==> src/rtl/alu_pkg.sv <==
// Shared definitions for the SIFO ALU: datapath width, opcode type and opcode map.
package alu_pkg;

  localparam int DATA_W = 10;

  typedef logic [4:0] opcode_t;

  localparam opcode_t OP_ADD = 5'b00101;
  localparam opcode_t OP_SUB = 5'b00111;
  localparam opcode_t OP_MUL = 5'b01001;
  localparam opcode_t OP_DIV = 5'b01011;
  localparam opcode_t OP_AND = 5'b01101;
  localparam opcode_t OP_OR  = 5'b01111;
  localparam opcode_t OP_XOR = 5'b10001;
  localparam opcode_t OP_CMP = 5'b10010;
  localparam opcode_t OP_SHL = 5'b10011;
  localparam opcode_t OP_SHR = 5'b10101;

  // True for every opcode that produces a result; anything else decodes as NOP.
  function automatic logic is_defined_op(input opcode_t op);
    case (op)
      OP_ADD, OP_SUB, OP_MUL, OP_DIV, OP_AND,
      OP_OR, OP_XOR, OP_CMP, OP_SHL, OP_SHR: is_defined_op = 1'b1;
      default:                               is_defined_op = 1'b0;
    endcase
  endfunction

endpackage

==> src/rtl/alu_divider.sv <==
// Combinational unsigned restoring divider; a zero divisor yields an all-ones quotient.
module alu_divider
  import alu_pkg::*;
#(
  parameter int WIDTH = DATA_W
) (
  input  logic [WIDTH-1:0] dividend,
  input  logic [WIDTH-1:0] divisor,
  output logic [WIDTH-1:0] quotient
);

  logic [WIDTH:0]   rem;
  logic [WIDTH-1:0] q;

  // NOTE: blocking assignments here are intentional; each loop iteration
  // must see the partial remainder produced by the previous one.
  always_comb begin
    rem = '0;
    q   = '0;
    for (int i = WIDTH - 1; i >= 0; i--) begin
      rem = {rem[WIDTH-1:0], dividend[i]};
      if (rem >= {1'b0, divisor}) begin
        rem  = rem - {1'b0, divisor};
        q[i] = 1'b1;
      end
    end
  end

  // Restoring division already saturates for a zero divisor, but the rule is
  // made explicit so it cannot silently depend on the algorithm.
  assign quotient = (divisor == '0) ? '1 : q;

endmodule

==> src/rtl/alu_core.sv <==
// Registered single-cycle ALU: opcode decode, s/g flag generation and output registers.
module alu_core
  import alu_pkg::*;
#(
  parameter int WIDTH = DATA_W
) (
  input  logic             clk,
  input  logic             rst_n,
  input  opcode_t          opcode,
  input  logic [WIDTH-1:0] op1,
  input  logic [WIDTH-1:0] op2,
  output logic [WIDTH-1:0] res,
  output logic             s,
  output logic             g
);

  logic [WIDTH-1:0] quo;
  logic [3:0]       shamt;
  logic             shift_oob;
  logic [WIDTH-1:0] nxt_res;
  logic             nxt_s;
  logic             nxt_g;

  alu_divider #(.WIDTH(WIDTH)) u_div (
    .dividend (op1),
    .divisor  (op2),
    .quotient (quo)
  );

  assign shamt     = op2[3:0];
  assign shift_oob = (int'(shamt) >= WIDTH);

  // NOTE: every output of this block gets a default first so no path through
  // the case can leave a value unassigned and infer a latch.
  always_comb begin
    nxt_res = '0;
    case (opcode)
      OP_ADD:  nxt_res = op1 + op2;
      OP_SUB:  nxt_res = op1 - op2;
      OP_MUL:  nxt_res = op1 * op2;
      OP_DIV:  nxt_res = quo;
      OP_AND:  nxt_res = op1 & op2;
      OP_OR:   nxt_res = op1 | op2;
      OP_XOR:  nxt_res = op1 ^ op2;
      OP_SHL:  nxt_res = shift_oob ? '0 : (op1 << shamt);
      OP_SHR:  nxt_res = shift_oob ? '0 : (op1 >> shamt);
      default: nxt_res = '0;
    endcase
  end

  // CMP flags come from a true signed compare so overflow cannot corrupt them;
  // all other ops (NOP included) derive the flags from the result word.
  always_comb begin
    nxt_s = 1'b0;
    nxt_g = 1'b0;
    if (opcode == OP_CMP) begin
      nxt_s = $signed(op1) < $signed(op2);
      nxt_g = $signed(op1) > $signed(op2);
    end else if (is_defined_op(opcode)) begin
      nxt_s = nxt_res[WIDTH-1];
      nxt_g = (nxt_res != '0) && !nxt_res[WIDTH-1];
    end
  end

  // NOTE: registered state uses non-blocking assignments so all three outputs
  // update together from values sampled at the same edge.
  always_ff @(posedge clk) begin
    if (!rst_n) begin
      res <= '0;
      s   <= 1'b0;
      g   <= 1'b0;
    end else begin
      res <= nxt_res;
      s   <= nxt_s;
      g   <= nxt_g;
    end
  end

endmodule

==> config.mk <==
export PLATFORM = sky130hd
export DESIGN_NAME = alu_core
export DESIGN_NICKNAME = d
export VERILOG_FILES = /design/src/rtl/alu_pkg.sv /design/src/rtl/alu_divider.sv /design/src/rtl/alu_core.sv
export SDC_FILE = /design/constraint.sdc
export NUM_CORES = 1
export LEC_CHECK = 0
export BUFFER_PORTS_ARGS = -buffer_cell sky130_fd_sc_hd__buf_4
export CORE_MARGIN = 2
export CORE_UTILIZATION = 55
export DETAILED_ROUTE_END_ITERATION = 12
export GPL_TIMING_DRIVEN = 0
export PLACE_DENSITY = 0.72
export SLEW_MARGIN = 20
export SYNTH_ARGS = -nofsm -noshare
export SYNTH_HDL_FRONTEND = slang
export SYNTH_HIERARCHICAL = 1
export SYNTH_SLANG_ARGS = --single-unit
export TNS_END_PERCENT = 30
==> constraint.sdc <==
create_clock -name clk -period 53.2 [get_ports clk]
set_input_delay 7.98 -clock clk [delete_from_list [all_inputs] [get_ports clk]]
set_output_delay 7.98 -clock clk [all_outputs]
set_load 0.02 [all_outputs]
==> impl_results.md, run 1 <==
* Status: completed
* Multi-input logic area at 8080 sq um
* Die Ht at between 100 and 150 um
* Synth top cells by count: ha_1 (149), inv_1 (137), nand2_1 (114)
* Reg clk slew, reported paths at 0.04 ns
* Asr flop ratio synth at 0%
* Net switching power at 0.000158 W
* Clk pwr share at between 4 and 5%
* Hold Crit Class: primary input to flip-flop
* Largest net degree at the start of global routing at 18
* CP max stage cell: nor2_1
* Post-synth top area cell: ha_1
* Vias in the first global route at between 8,000 and 9,000
* Finish-stage setup viols at 0
* Switch share at 54.0%
* Met3 usage at 2.54%
* Nets at 1,470
* Synthesized area at 9040 sq um
* First-pass GRT wire length at 45,100 um
* Core Rows at 46
* Crit path required time at between 50 and 60 ns
* GR Overflow Total at 0
* Synth area leaders: ha_1 (21%), fa_1 (6.9%), xnor2_1 (5.8%), inv_1 (5.7%), nand2_1 (4.7%)
* Count leader, synth: ha_1
* Unrepaired setup endpoints after global routing: false
* Antenna-violating nets left at 0
* Root Driver: clkbuf_16
* Fill cell count at 1,599
* Mapped Cells at 1,222
* First drt pass iteration count at 5
* Leak at 4.67 nW
* RD Place Congestion at 0.987
* Top_reg_cell synth: dfxtp_1
* Critical Path Max Stage Delay at 0.62 ns
* Startpoint types: primary input
* Most common cell on crit path: o21ai_0
* Syn. warnings at 6
* Combinational power share at 92.2%
* Die Area at around 17,000 sq um
* Pwr per Cell Area at 30.3 nW/um^2
* Maxcap violations at 0
* VDD IR max at 0.0252 mV
* DR DRC count at 0
* FF/Latch Area at between 200 and 250 sq um
* Seq cells post-synth at 12
* Slew Limit Fails at 0
* Library cells used by synthesis at 86
* Setup bufs post-CTS at 0
* Maximum root-to-sink buffer count at 2
* Worst path top cell family by delay: compound AO/OA/AOI/OAI gates
* Via density at 6.22
* Layout cells sized above 1 at 9.28%
* Number of flops mapped to enable cells by yosys at 0
* CTS Buf Count at 3
* IO Count at 39
* DR WL/cell at 18.7 um
* Syn nets at 1,429
* Final WL at ~28,000 um
* CTS tree: yes
* Post-route setup TNS at 0 ns
* H-tree level count at 1
* Clock Sinks at 12
* Fin. Hold Viols at 0
* Post-synth top area share at 20.6%
* Global-route track usage on met1 at 43.1%
* Tot Pwr at 0.000293 W
* Gr busiest metal: met2
* Cell Int Power at between 0.0001 and 0.00015 W
* CTS Hold Bufs at 0
* Avg Cell Area, Syn at around 7.4 sq um
* GRT Total Usage at about a third
* N_diodes at 0
* Worst slew margin at 38.6%
* Final period utilization at 65.8%
* CP max FO at 17
* Initial core utilization at 56.5%
* Area of the core at 16,000 sq um
* Placed wire-length estimate at 22,500 um
* Area delta synth->final at 6.87%
* Fmax achieved at 28.6 MHz
* Seq/Total Area, Yosys at 2.66%
* Buf/Inv on CP at 10
* Via Count at slightly above 9,000
* Die X-Extent at 132 um
* IO Port Bufs at 36
* Seq pwr share at 3.5%
* Tightest Pin Transition at 0.920 ns
* Critical Path AT at 35.11 ns
* Kind of critical path: primary input to flip-flop
* Final period demand of the worst path at around 35 ns
* Critical Path End Type: flip-flop
* GRT met2 Usage at a little over half
* Initial antenna violation count at 0
* CTS resizes at 0
* Iter 0 DRT Violations at 727
==> kinds of logic (layout without fill, tap and decap cells) <==
| logic type | after synthesis | count (layout) | synth area share (%) |
|---|---|---|---|
| flops | 12 | 12 | 2.66 |
| simple gates | 370 | 370 | 19.9 |
| buf+inv | 178 | 217 | 8.01 |
| compound gates | 353 | 353 | 26.8 |
| fa+ha+maj | 180 | 180 | 27.5 |
| xor+xnor | 79 | 79 | 7.65 |
| mux | 50 | 50 | 7.48 |
==> flip-flops by register name, summed over array words and instances (netlist names) <==
name / cells
s: 1
g: 1
res: 10
==> power by group through the flow <==
stage	registers, W	logic (W)	clock network [W]
6_report	0.0000102	0.000270	0.0000127
5_1_grt	0.0000102	0.000301	0.0000137
4_1_cts	0.0000102	0.000266	0.0000130
3_5_place_dp	0.0000103	0.000264	0
3_3_place_gp	0.0000103	0.000260	0
2_1_floorplan	0.0000114	0.000205	0
==> layout by cell type (no fill, tap or decap), types with 6 or more instances in the layout <==
cell      instances
a211oi_1         21
a21o_1           27
a21oi_1          82
a221oi_1          9
a22oi_1          10
a31oi_1           9
and2_1            9
buf_2            18
buf_4            40
clkbuf_1         16
dfxtp_1          12
fa_1             31
ha_1            149
inv_1           137
mux2_2           17
mux2i_1          21
nand2_1         114
nand2b_1         17
nand3_1          28
nand3b_1          6
nand4_1          19
nor2_1           97
nor2b_1          22
nor3_1           15
nor4_1            7
o211ai_1         15
o21a_1           13
o21ai_0          73
o21bai_1          9
o221ai_1         11
o22ai_1           7
o31ai_1           6
or3_1             7
xnor2_1          60
xor2_1           19
==> worst paths after layout <==
| check | start | to | slack (ns) | depth (start not counted) |
|---|---|---|---|---|
| setup / recovery | op2[1] | g | 18.21 | 111 |
| hold / removal | rst_n | res[1] | 7.99 | 2 |
==> metal layers <==
| layer | share of wire [%] | routed length (um) | vias to the layer above |
|---|---|---|---|
| met5 | 0 | 0 | - |
| met2 | 45 | 12300 | 351 |
| li1 | - | - | 4500 |
| met4 | 3.5 | 960 | 0 |
| met1 | 45 | 12500 | 4265 |
| met3 | 6.5 | 1780 | 69 |
==> stage by stage <==
| stage | utilization [%] | cell area [sq um] | setup slack, ns | hold WS, ns | instances |
|---|---|---|---|---|---|
| 2_1_floorplan | - | 9040 | 23.25 | 8.11 | 1222 |
| 3_3_place_gp | 59.9 | 9580 | 18.73 | 8.23 | 1474 |
| 3_5_place_dp | 59.9 | 9580 | 18.48 | 8.23 | 1474 |
| 4_1_cts | 60.4 | 9660 | 18.62 | 8.00 | 1477 |
| 5_1_grt | 60.4 | 9660 | 15.88 | 8.03 | 1477 |
| 6_report | 60.4 | 9660 | 18.21 | 7.99 | 1477 |
==> final cells by class <==
| cell class | count | area share [%] |
|---|---|---|
| timing repair buffer | 36 | 2.80 |
| sequential | 12 | 2.49 |
| multi-input combinational | 1032 | 83.6 |
| tap | 216 | 2.80 |
| inverter | 138 | 5.36 |
| buffer | 40 | 2.14 |
| clock buffer | 3 | 0.777 |
Power figures use the tool's default switching activity.
==> run 2: changes to the inputs <==
--- a/config.mk
+++ b/config.mk
@@ -5,6 +5,7 @@
 export SDC_FILE = /design/constraint.sdc
 export NUM_CORES = 1
 export LEC_CHECK = 0
+export ABC_AREA = 1
 export BUFFER_PORTS_ARGS = -buffer_cell sky130_fd_sc_hd__buf_4
 export CORE_MARGIN = 2
 export CORE_UTILIZATION = 55
==> constraint.sdc (replaced) <==
create_clock -name clk -period 32.8 [get_ports clk]
set_input_delay 4.92 -clock clk [delete_from_list [all_inputs] [get_ports clk]]
set_output_delay 4.92 -clock clk [all_outputs]
set_load 0.02 [all_outputs]
==> run 2 against run 1 <==
- final cell count increased by 31%
- via count up 18%
- first-iteration DRC count up 17%
- routed wire length increased by 13%
- total power rose by 120%
- critical endpoint unchanged
- largest cell class unchanged
==> impl_results.md, run 2 <==
* Synth top cells by count: nand2_1 (503), inv_1 (270), ha_1 (149) (was ha_1 (149), inv_1 (137), nand2_1 (114))
* IO Count at 39 (unchanged)
* GRT Total Usage at 33.2% (was 31.4%)
* Seq/Total Area, Yosys at 2.45% (was 2.66%)
* Root Driver: clkbuf_16 (unchanged)
* Die Area at 18,900 sq um (was 17,500 sq um)
* Commonest cells after routing, fill and taps aside: nand2_1 (503), inv_1 (270), ha_1 (149) (was ha_1 (149), inv_1 (137), nand2_1 (114))
* DR WL/cell at 16.1 um (was 18.7 um)
* Nets at 1,919 (was 1,470)
* Placed wire-length estimate at 25,400 um (was 22,500 um)
* Final WS setup at 7.46 ns (was 18.21 ns)
* Hold Crit Class: primary input to flip-flop (unchanged)
* Via density at 5.58 (was 6.22)
* Largest net degree at the start of global routing at 19 (was 18)
* Synth area leaders: nand2_1 (19%), ha_1 (19%), inv_1 (10%), nand3_1 (7.5%), fa_1 (6.3%) (was ha_1 (21%), fa_1 (6.9%), xnor2_1 (5.8%), inv_1 (5.7%), nand2_1 (4.7%))
* Final WL at 31,200 um (was 27,600 um)
* Unrepaired setup endpoints after global routing: false (unchanged)
* Fin. Hold Viols at 0 (unchanged)
* Clock Sinks at 12 (unchanged)
* Crit path required time at 32.92 ns (was 53.32 ns)
* Top_reg_cell synth: dfxtp_1 (unchanged)
* Top reg by flops: res (unchanged)
* Library cells used by synthesis at 55 (was 86)
* First drt pass iteration count at 5 (unchanged)
* Post-synth top area share at 19.3% (was 20.6%)
* CTS Buf Count at 3 (unchanged)
* H-tree level count at 1 (unchanged)
* Area delta synth->final at 6.55% (was 6.87%)
* Status: completed (unchanged)
* Count leader, synth: nand2_1 (was ha_1)
* Most common cell on crit path: nand2_1 (was o21ai_0)
* RD Place Congestion at 1.02 (was 0.987)
* Vias in the first global route at 9,796 (was 8,738)
* Pwr per Cell Area at 62.0 nW/um^2 (was 30.3 nW/um^2)
* Number of flops mapped to enable cells by yosys at 0 (unchanged)
* Slew Limit Fails at 0 (unchanged)
* First-pass GRT wire length at 49,400 um (was 45,100 um)
* Post-synth top area cell: nand2_1 (was ha_1)
* Finish-stage setup viols at 0 (unchanged)
* Core Rows at 48 (was 46)
* IO Port Bufs at 38 (was 36)
* Antenna-violating nets left at 0 (unchanged)
* Critical Path AT at 25.46 ns (was 35.11 ns)
* DR DRC count at 0 (unchanged)
* Largest registers: res (10), g (1), s (1) (unchanged)
* Area of the core at 17,400 sq um (was 16,000 sq um)
* CTS tree: yes (unchanged)
* Maxcap violations at 0 (unchanged)
* Final period utilization at 77.3%
* Mapped Cells at 1,669 (was 1,222)
* Iter 0 DRT Violations at 848 (was 727)
* Avg Cell Area, Syn at 5.87 sq um (was 7.40 sq um)
* Maximum root-to-sink buffer count at 2 (unchanged)
* Critical Path Max Stage Delay at 0.68 ns (was 0.62 ns)
* Die Ht at 137 um (was 132 um)
* Fmax achieved at between 30 and 40 MHz
* Setup WS pre-CTS at 7.46 ns (was 18.48 ns)
* Layout cells sized above 1 at 9.18% (was 9.28%)
* Die X-Extent at 137 um (was 132 um)
* Asr flop ratio synth at 0% (unchanged)
* CTS Hold Bufs at 0 (unchanged)
* Most common cell after layout, fill and taps aside: nand2_1 (was ha_1)
* Syn nets at 1,876 (was 1,429)
* CP max FO at 18 (was 17)
* Seq cells post-synth at 12 (unchanged)
* CTS resizes at 0 (unchanged)
* Synthesized area at 9790 sq um (was 9040 sq um)
* Post-route setup TNS at 0 ns (unchanged)
* CP max stage cell: inv_1 (was nor2_1)
* GR Overflow Total at 0 (unchanged)
* Critical Path End Type: flip-flop (unchanged)
* VDD IR max at 0.0948 mV (was 0.0252 mV)
* Syn. warnings at 6 (unchanged)
* Via Count at 10,800 (was 9,185)
* Max reg flops at 10 (unchanged)
* Initial core utilization at 56.4% (was 56.5%)
* Kind of critical path: primary input to flip-flop (unchanged)
* Worst slew margin at 39.0% (was 38.6%)
* N_diodes at 0 (unchanged)
* Leak at 6.16 nW (was 4.67 nW)
* Startpoint types: primary input (unchanged)
* Setup bufs post-CTS at 0 (unchanged)
* Initial antenna violation count at 0 (unchanged)
* Tightest Pin Transition at 0.914 ns (was 0.920 ns)
* Reg clk slew, reported paths at 0.04 ns (about the same)
* Final period demand of the worst path at 25.34 ns
run 2: cells by family (layout without fill, tap and decap cells):
group / after synthesis / after routing / synth area share, %
flops: 12 / 12 / 2.45
buf+inv: 317 / 358 / 12.8
compound gates: 197 / 197 / 11.8
fa+ha+maj: 180 / 180 / 25.4
xor+xnor: 59 / 59 / 5.28
simple gates: 904 / 904 / 42.3
run 2: layout make-up:
class	count	area [sq um]
multi-input combinational	1340	8300
fill	1801	6920
inverter	290	1090
timing repair buffer	38	285
tap	225	282
sequential	12	240
buffer	27	168
clock buffer	3	75.1
run 2: path summary, 6_finish.rpt:
check | from | to | slack (ns) | cells past startpoint
max | op2[1] | g | 7.46 | 146
min | rst_n | res[7] | 4.96 | 3
run 2: per-layer routing:
metal  routed length (um)  track usage (%)  vias up  share of wire (%)
met1                13700             43.1     4884                 44
met3                 1770             2.28       92                5.7
li1                     -                -     5431                  -
met5                    0                0        -                  0
met4                 1520             14.9        0                4.9
met2                14200             56.5      398                 45
run 2: through the flow:
step                hold WS (ns)  instance area (sq um)  util [%]  cells  total power, W
finish                      4.96                  10400      60.1   1935        0.000647
global route                4.98                  10400      60.1   1935        0.000723
CTS                         4.96                  10400      60.1   1935        0.000635
detailed placement          5.21                  10400      59.7   1932        0.000610
global placement            5.19                  10400      59.7   1932        0.000601
floorplan                   5.02                   9790         -   1669        0.000487
run 2: power by group:
part | internal [W] | switching [W]
sequential | 0.0000159 | 0.000000309
combinational | 0.000233 | 0.000376
clock | 0.0000158 | 0.00000578
total | 0.000265 | 0.000382
run 2: worst max-delay path, delay by kind of cell:
family,cells,cell delay [ns]
adder cells (fa/ha/maj),10,3.46
AO/OA/AOI/OAI,40,6.41
buffers and inverters,24,3.27
AND/OR/NAND/NOR,72,7.33
